===== config.mk =====
export PLATFORM = sky130hd
export DESIGN_NAME = ring_buffer_ctrl_flat
export DESIGN_NICKNAME = d
export VERILOG_FILES = /design/src/rtl/conv_buf_pkg.sv /design/src/rtl/ring_buffer_ctrl_if.sv /design/src/rtl/ring_ptr.sv /design/src/rtl/ring_buffer_ctrl.sv /design/src/flat_wrapper.sv
export SDC_FILE = /design/constraint.sdc
export NUM_CORES = 1
export LEC_CHECK = 0
export CORE_MARGIN = 4
export CORE_UTILIZATION = 37
export CTS_CLUSTER_SIZE = 10
export DETAILED_ROUTE_END_ITERATION = 8
export GPL_ROUTABILITY_DRIVEN = 1
export PLACE_DENSITY = 0.71
export REMOVE_ABC_BUFFERS = 1
export SYNTH_ARGS = -nofsm -noshare
export SYNTH_HDL_FRONTEND = slang
export SYNTH_SLANG_ARGS = --single-unit

===== constraint.sdc =====
create_clock -name clk -period 1.45 [get_ports clk]
set_input_delay 0.29 -clock clk [delete_from_list [all_inputs] [get_ports clk]]
set_output_delay 0.29 -clock clk [all_outputs]
set_load 0.01 [all_outputs]

===== src/rtl/conv_buf_pkg.sv =====
// Shared sizing and types for the convolution engine line buffer.
package conv_buf_pkg;
  localparam int BUF_WIDTH = 2;
  localparam int BUF_SIZE  = 4;

  typedef logic [BUF_WIDTH-1:0] buf_addr_t;
  typedef logic [BUF_WIDTH:0]   buf_cnt_t;
endpackage


===== src/rtl/ring_buffer_ctrl_if.sv =====
// Producer/consumer handshake plus buffer strobes for the line buffer controller.
interface ring_buffer_ctrl_if;
  logic wr_valid;
  logic wr_ready;
  logic rd_valid;
  logic rd_ready;
  logic wr_en;
  logic rd_en;

  // Controller side: takes valid/ready requests, issues strobes.
  modport slave (
    input  wr_valid, rd_ready,
    output wr_ready, rd_valid, wr_en, rd_en
  );

  // Producer/consumer side.
  modport master (
    output wr_valid, rd_ready,
    input  wr_ready, rd_valid, wr_en, rd_en
  );
endinterface


===== src/rtl/ring_ptr.sv =====
// Circular pointer with lap bit; the lap flips each time the pointer wraps to 0.
module ring_ptr
  import conv_buf_pkg::*;
#(
  parameter int Width = BUF_WIDTH
) (
  input  logic             clk,
  input  logic             rst_n,
  input  logic             clear,
  input  logic             inc,
  output logic [Width-1:0] ptr,
  output logic             lap
);

  // Reset beats clear beats advance; wrap is the all-ones -> 0 step.
  always_ff @(posedge clk) begin
    if (!rst_n || clear) begin
      ptr <= '0;
      lap <= 1'b0;
    end else if (inc) begin
      ptr <= ptr + Width'(1);
      if (&ptr) lap <= ~lap;
    end
  end

endmodule


===== src/rtl/ring_buffer_ctrl.sv =====
// Sequencing controller for the circular line buffer: owns read/write pointers
// and lap state, converts handshakes into strobes, decodes occupancy status.
module ring_buffer_ctrl
  import conv_buf_pkg::*;
#(
  parameter int BufferWidth = BUF_WIDTH,
  parameter int BufferSize  = BUF_SIZE
) (
  input  logic                   clk,
  input  logic                   rst_n,
  input  logic                   flush,
  ring_buffer_ctrl_if.slave      bus,
  output logic [BufferWidth-1:0] W_Addr,
  output logic [BufferWidth-1:0] R_Addr,
  output logic                   Round,
  output logic [BufferSize-1:0]  Ready,
  output logic [BufferWidth:0]   count,
  output logic                   full,
  output logic                   empty
);

  // Slot decode relies on the pointers covering every slot exactly once.
  if (BufferSize != 2**BufferWidth) begin : g_bad_size
    $error("ring_buffer_ctrl: BufferSize must equal 2**BufferWidth");
  end

  logic w_lap, r_lap;
  logic same_addr;

  // Handshake: strobes are pure functions of registered status and inputs,
  // so no write-to-read bypass exists within a cycle.
  assign bus.wr_ready = ~full;
  assign bus.rd_valid = ~empty;
  assign bus.wr_en    = bus.wr_valid & bus.wr_ready;
  assign bus.rd_en    = bus.rd_valid & bus.rd_ready;

  // Flush clears both sides; any strobe in the same cycle is dropped by the
  // clear priority inside ring_ptr.
  ring_ptr #(.Width(BufferWidth)) u_wr_ptr (
    .clk   (clk),
    .rst_n (rst_n),
    .clear (flush),
    .inc   (bus.wr_en),
    .ptr   (W_Addr),
    .lap   (w_lap)
  );

  ring_ptr #(.Width(BufferWidth)) u_rd_ptr (
    .clk   (clk),
    .rst_n (rst_n),
    .clear (flush),
    .inc   (bus.rd_en),
    .ptr   (R_Addr),
    .lap   (r_lap)
  );

  // Status decode: equal pointers mean empty on the same lap, full otherwise.
  assign Round     = w_lap ^ r_lap;
  assign same_addr = (W_Addr == R_Addr);
  assign empty     = same_addr & ~Round;
  assign full      = same_addr & Round;
  assign count     = {Round, W_Addr} - {1'b0, R_Addr};

  // Per-slot occupancy: contiguous window [R_Addr, W_Addr) on the same lap,
  // wrapped window when the writer is a lap ahead.
  for (genvar i = 0; i < BufferSize; i++) begin : g_slot
    localparam logic [BufferWidth-1:0] Slot = BufferWidth'(i);
    assign Ready[i] = Round ? ((Slot >= R_Addr) || (Slot < W_Addr))
                            : ((Slot >= R_Addr) && (Slot < W_Addr));
  end

endmodule


===== src/flat_wrapper.sv =====
// flat-port wrapper written by rule: the top's interface ports become plain ports
module ring_buffer_ctrl_flat import conv_buf_pkg::*;
#(
  parameter int BufferWidth = BUF_WIDTH,
  parameter int BufferSize  = BUF_SIZE
)
  (clk, rst_n, flush, W_Addr, R_Addr, Round, Ready, count, full, empty, bus_wr_valid, bus_rd_ready, bus_wr_ready, bus_rd_valid, bus_wr_en, bus_rd_en);
  ring_buffer_ctrl_if bus_i ();
  input  logic clk;
  input  logic rst_n;
  input  logic flush;
  output logic [BufferWidth-1:0] W_Addr;
  output logic [BufferWidth-1:0] R_Addr;
  output logic Round;
  output logic [BufferSize-1:0] Ready;
  output logic [BufferWidth:0] count;
  output logic full;
  output logic empty;
  input wire logic [$bits(bus_i.wr_valid)-1:0] bus_wr_valid;
  input wire logic [$bits(bus_i.rd_ready)-1:0] bus_rd_ready;
  output wire logic [$bits(bus_i.wr_ready)-1:0] bus_wr_ready;
  output wire logic [$bits(bus_i.rd_valid)-1:0] bus_rd_valid;
  output wire logic [$bits(bus_i.wr_en)-1:0] bus_wr_en;
  output wire logic [$bits(bus_i.rd_en)-1:0] bus_rd_en;
  assign bus_i.wr_valid = bus_wr_valid;
  assign bus_i.rd_ready = bus_rd_ready;
  assign bus_wr_ready = bus_i.wr_ready;
  assign bus_rd_valid = bus_i.rd_valid;
  assign bus_wr_en = bus_i.wr_en;
  assign bus_rd_en = bus_i.rd_en;
  ring_buffer_ctrl #(.BufferWidth(BufferWidth), .BufferSize(BufferSize)) u_core (.clk(clk), .rst_n(rst_n), .flush(flush), .bus(bus_i), .W_Addr(W_Addr), .R_Addr(R_Addr), .Round(Round), .Ready(Ready), .count(count), .full(full), .empty(empty));
endmodule

==> impl_metrics.ini, run 1 <==
[placed_design]
hpwl_microns = 1290
io_buffers = 22
dp_slack_ns = -0.527
gp_congestion = 0.751

[floorplan]
initial_utilization_pct = 41.1
ios = 23
row_count = 13
chipWidth_microns = 47.0
die_h_microns = 47.0

[logic_synthesis]
yosysWarningCount = 0
ys_seq_elements = 6
synth.lib_cells_used.distinct = 25
syn_area_sq_um = 562
yosys.area.top_type = dfxtp_1
syn_avg_cell_area_sq_um = 8.78
ys_seq_area_share_pct = 21.4
synthTopCellsByArea = dfxtp_1 21%, ha_1 18%, o2111ai_1 9.4%, inv_1 7.3%, xnor2_4 4.9%
netlist_instances = 64
post-synth-top-area-fraction_pct = 21.4

[grt]
grt_max_degree = 9
antenna_found_initial = 0

[sta]
grt-worst-endpoint = count[1]
endpoint_type = output port

[status]
status = stopped before the end
failing_step = global routing (5_1_grt)
error = [ERROR DPL-0033] detailed placement checks failed during check placement.

[cts]
cts_root_buf = clkbuf_4
htree_levels = 1
cts_sinks = 6
hold_buffers = 0
numCtsBuffers = 3
cts_buffer_depth = 2
==> what timing repair did <==
item | CTS
setup endpoints to repair | 22
resized for setup | 97
setup buffers | 9
pin swaps | 2
==> logic make-up after synthesis <==
group / Yosys count / share of synthesized area, %
xor+xnor: 2 / 6.46
compound gates: 20 / 28.5
simple gates: 12 / 10.2
buf+inv: 15 / 12.0
flops: 6 / 21.4
fa+ha+maj: 9 / 21.4
==> synth_stat cells (all sizes together) <==
cell / instances
a211o: 2
a21oi: 3
buf: 2
clkbuf: 1
dfxtp: 6
fa: 1
ha: 8
inv: 12
nand2: 4
nand2b: 1
nand3: 2
nor2: 2
nor2b: 3
o2111ai: 6
o21a: 2
o21ai: 3
o311ai: 2
o31ai: 2
xnor2: 2
==> stage by stage <==
step / instances / area (sq um)
4_1_cts: 136 / 1120
3_5_place_dp: 125 / 981
3_3_place_gp: 125 / 981
2_1_floorplan: 61 / 539
==> inputs of run 2 (changes only) <==
--- a/config.mk
+++ b/config.mk
@@ -5,12 +5,11 @@
 export SDC_FILE = /design/constraint.sdc
 export NUM_CORES = 1
 export LEC_CHECK = 0
-export CORE_MARGIN = 4
-export CORE_UTILIZATION = 37
-export CTS_CLUSTER_SIZE = 10
+export CORE_AREA = 4 4 65 67
 export DETAILED_ROUTE_END_ITERATION = 8
+export DIE_AREA = 0 0 69 71
 export GPL_ROUTABILITY_DRIVEN = 1
-export PLACE_DENSITY = 0.71
+export PLACE_DENSITY_LB_ADDON = 0.15
 export REMOVE_ABC_BUFFERS = 1
 export SYNTH_ARGS = -nofsm -noshare
 export SYNTH_HDL_FRONTEND = slang
==> constraint.sdc (replaced) <==
create_clock -name clk -period 1.9 [get_ports clk]
set_input_delay 0.38 -clock clk [delete_from_list [all_inputs] [get_ports clk]]
set_output_delay 0.38 -clock clk [all_outputs]
set_load 0.01 [all_outputs]
==> run 2 against run 1 <==
  * The run now ends clean
  * Synthesized cell count unchanged
  * Area after synthesis did not move
==> impl_metrics.ini, run 2 <==
[critical_path]
cp_slowest_cell = dfxtp_2
path_cells = xnor2_4 -> buf_4 -> buf_4 -> a21oi_1 -> dlygate4sd2_1
critical-path-top-delay-family = buffers and inverters
required_ns = 1.52
cp-end-kind = output port
cp_common_cell = buf_4
slowest_delay_ns = 0.34
critical_path_class = reg2out
critPathLaunchType = register
critPathBufInv = 3
path_max_fanout = 3
worstPathArrival_ns = 1.43

[logic_synthesis]
async_flop_share_pct = 0
synth.most_common_cell = inv_1
netlist_instances = 64
synth_ff_type = dfxtp_1
synth_mux_area_share_pct = 0
synthTopCellsByArea = dfxtp_1 21%, ha_1 18%, o2111ai_1 9.4%, inv_1 7.3%, xnor2_4 4.9%
post-synth-top-area-fraction_pct = 21.4
synth_fa_ha_area_share_pct = 21.4
ys_seq_area_share_pct = 21.4
synth_xor_area_share_pct = 6.46
yosysWarningCount = 0
ys_seq_elements = 6
ys_top_cells_by_count = 11 x inv_1, 8 x ha_1, 6 x dfxtp_1, 6 x o2111ai_1, 4 x nand2_1
syn_area_sq_um = 562
yosys.area_share.simple_pct = 10.2
synth_edf_count = 0
yosys.area.top_type = dfxtp_1
synth.lib_cells_used.distinct = 25
synth_compound_area_share_pct = 28.5
synth_top_family_by_area = compound AO/OA/AOI/OAI gates
syn_avg_cell_area_sq_um = 8.78

[grt]
grt_pass1_vias = 571
antenna_found_initial = 0
grt_use_total_pct = 7.48
grt.overflow.total = 0
grt_max_degree = 12
grt_pass1_wl_microns = 2790

[layout]
area_growth_pct = 94.9
insertedDiodeCount = 0
largest_registers = u_core.u_rd_ptr.ptr (2), u_core.u_wr_ptr.ptr (2)
drive_above_1_share_pct = 44.7
fin_cells = 162
finalInstanceArea_sq_um = 1090
final_common_cell = buf_4
regArea_sq_um = 126
final_nets = 130
mostFrequentLayoutCells = 27 x buf_4, 9 x inv_1, 9 x dlygate4sd2_1
final_util_pct = 30.1
nFillCells = 425
multiInputGateArea_sq_um = 409

[cts]
cts_root_buf = clkbuf_8
hold_buffers = 0
tritoncts = built
clk_latency_ns = 0.22
cts_buffer_depth = 2
numCtsBuffers = 3
htree_levels = 1
cts_sinks = 6
clk_pin_slew_worst_paths_ns = 0.04

[power_and_ir_drop]
internal-power_w = 0.000322
power.share.sequential_pct = 30.5
peakVddDrop_uv = 107
p_comb_share_pct = 24.4
p_per_area_nw_per_um2 = 391
power.share.switching_pct = 24.6
switching_power_w = 0.000105
cellLeakagePower_nw = 0.540
clkPwrFrac_pct = 45.1

[detailed_routing]
viasPerCell = 3.97
dr.first_iter.drc_count = 8
vias = 643
ant_nets = 0
drc = 0
drtPass1Iterations = 2
avgRoutedWirePerCell_microns = 10.8
wirelength_microns = 1760

[job]
maxCapViolCount = 0

[sta]
rsz0062_at_grt = no
hold_violations = 0
holdWs_ns = 0.598
finalCriticalPeriod_ns = 1.81
maxSlewViolCount = 0
clock.fmax_ghz = 0.553
timing.final.crit_share_pct = 95.2
setup_viol_count_final = 0
slew_headroom_pct = 79.4
worst_slew_pin_slew_ns = 0.309
fin_skew_ns = 0.0000716

[placed_design]
post_dp_cell_area_sq_um = 1000
gp_congestion = 0.736
hpwl_microns = 1420
place_inst = 155
io_buffers = 22

[floorplan]
row_count = 22
die_h_microns = 71
initial_utilization_pct = 15.5
die_area_sq_um = 4900
chipWidth_microns = 69
coreArea_sq_um = 3630
ios = 23

[worst_hold_path]
hp-class = reg2reg

[status]
status = complete, no violations
run 2: cell counts after synthesis:
No cell type changed its count.
run 2: layout make-up:
| class | count | area share, % |
|---|---|---|
| well taps | 48 | 5.49 |
| flip-flops and latches | 6 | 11.5 |
| multi-input cells | 43 | 37.4 |
| clock buffers | 3 | 3.77 |
| repair buffers | 50 | 37.3 |
| inverters | 12 | 4.57 |
run 2: metrics by stage:
step	setup TNS, ns	total power (W)	setup WS [ns]
global route	0	0.000457	0.0113
global placement	-0.636	0.000239	-0.141
CTS	0	0.000438	0.00367
detailed placement	-0.660	0.000238	-0.152
finish	0	0.000428	0.0905
floorplan	0	0.000167	0.174
run 2: timing repair:
| item | 4_1_cts | 5_1_grt |
|---|---|---|
| setup buffers | 3 | 1 |
| endpoints found under the setup margin | 14 | 10 |
| pin swaps | 3 | 2 |
| gates resized for setup | 29 | 11 |
run 2: cells by family (layout without fill, tap and decap cells):
| kind of cell | Yosys count | in the layout |
|---|---|---|
| buffers and inverters | 15 | 65 |
| XOR/XNOR | 2 | 2 |
| AO/OA/AOI/OAI | 20 | 20 |
| AND/OR/NAND/NOR | 12 | 12 |
| adder cells (fa/ha/maj) | 9 | 9 |
| flip-flops | 6 | 6 |
run 2: final timing paths:
| check | from | endpoint | slack [ns] | cells after the start |
|---|---|---|---|---|
| setup reg to reg | u_core.u_wr_ptr.ptr[1] | u_core.u_wr_ptr.lap | 0.34 | 8 |
| hold / removal | u_core.u_wr_ptr.ptr[0] | u_core.u_wr_ptr.ptr[0] | 0.60 | 3 |
| hold reg to reg | u_core.u_wr_ptr.ptr[0] | u_core.u_wr_ptr.ptr[0] | 0.60 | 3 |
| setup / recovery | u_core.u_wr_ptr.lap | Ready[2] | 0.09 | 5 |
run 2: layer usage:
metal	up-vias	global-route usage (%)	wire length (microns)
met2	19	11.0	808
met1	293	9.70	838
met5	-	0	0
met3	4	1.14	66
met4	0	5.86	44
li1	327	-	-
run 2: worst reg2reg max path, stage by stage, from the launching register on:
cell and delay, ns:
dfxtp_2 0.32, inv_2 0.07, ha_4 0.27, nand2_2 0.07
buf_4 0.15, buf_4 0.12, buf_4 0.13, o2111ai_1 0.17
o311ai_1 0.12
run 2: power by group through the flow:
stage	combinational, W	clock, W	sequential [W]
3_5_place_dp	0.000106	0	0.000132
4_1_cts	0.000107	0.000201	0.000130
5_1_grt	0.000115	0.000211	0.000131
3_3_place_gp	0.000107	0	0.000132
6_report	0.000104	0.000193	0.000131
2_1_floorplan	0.0000332	0	0.000134
Power figures use the tool's default switching activity.
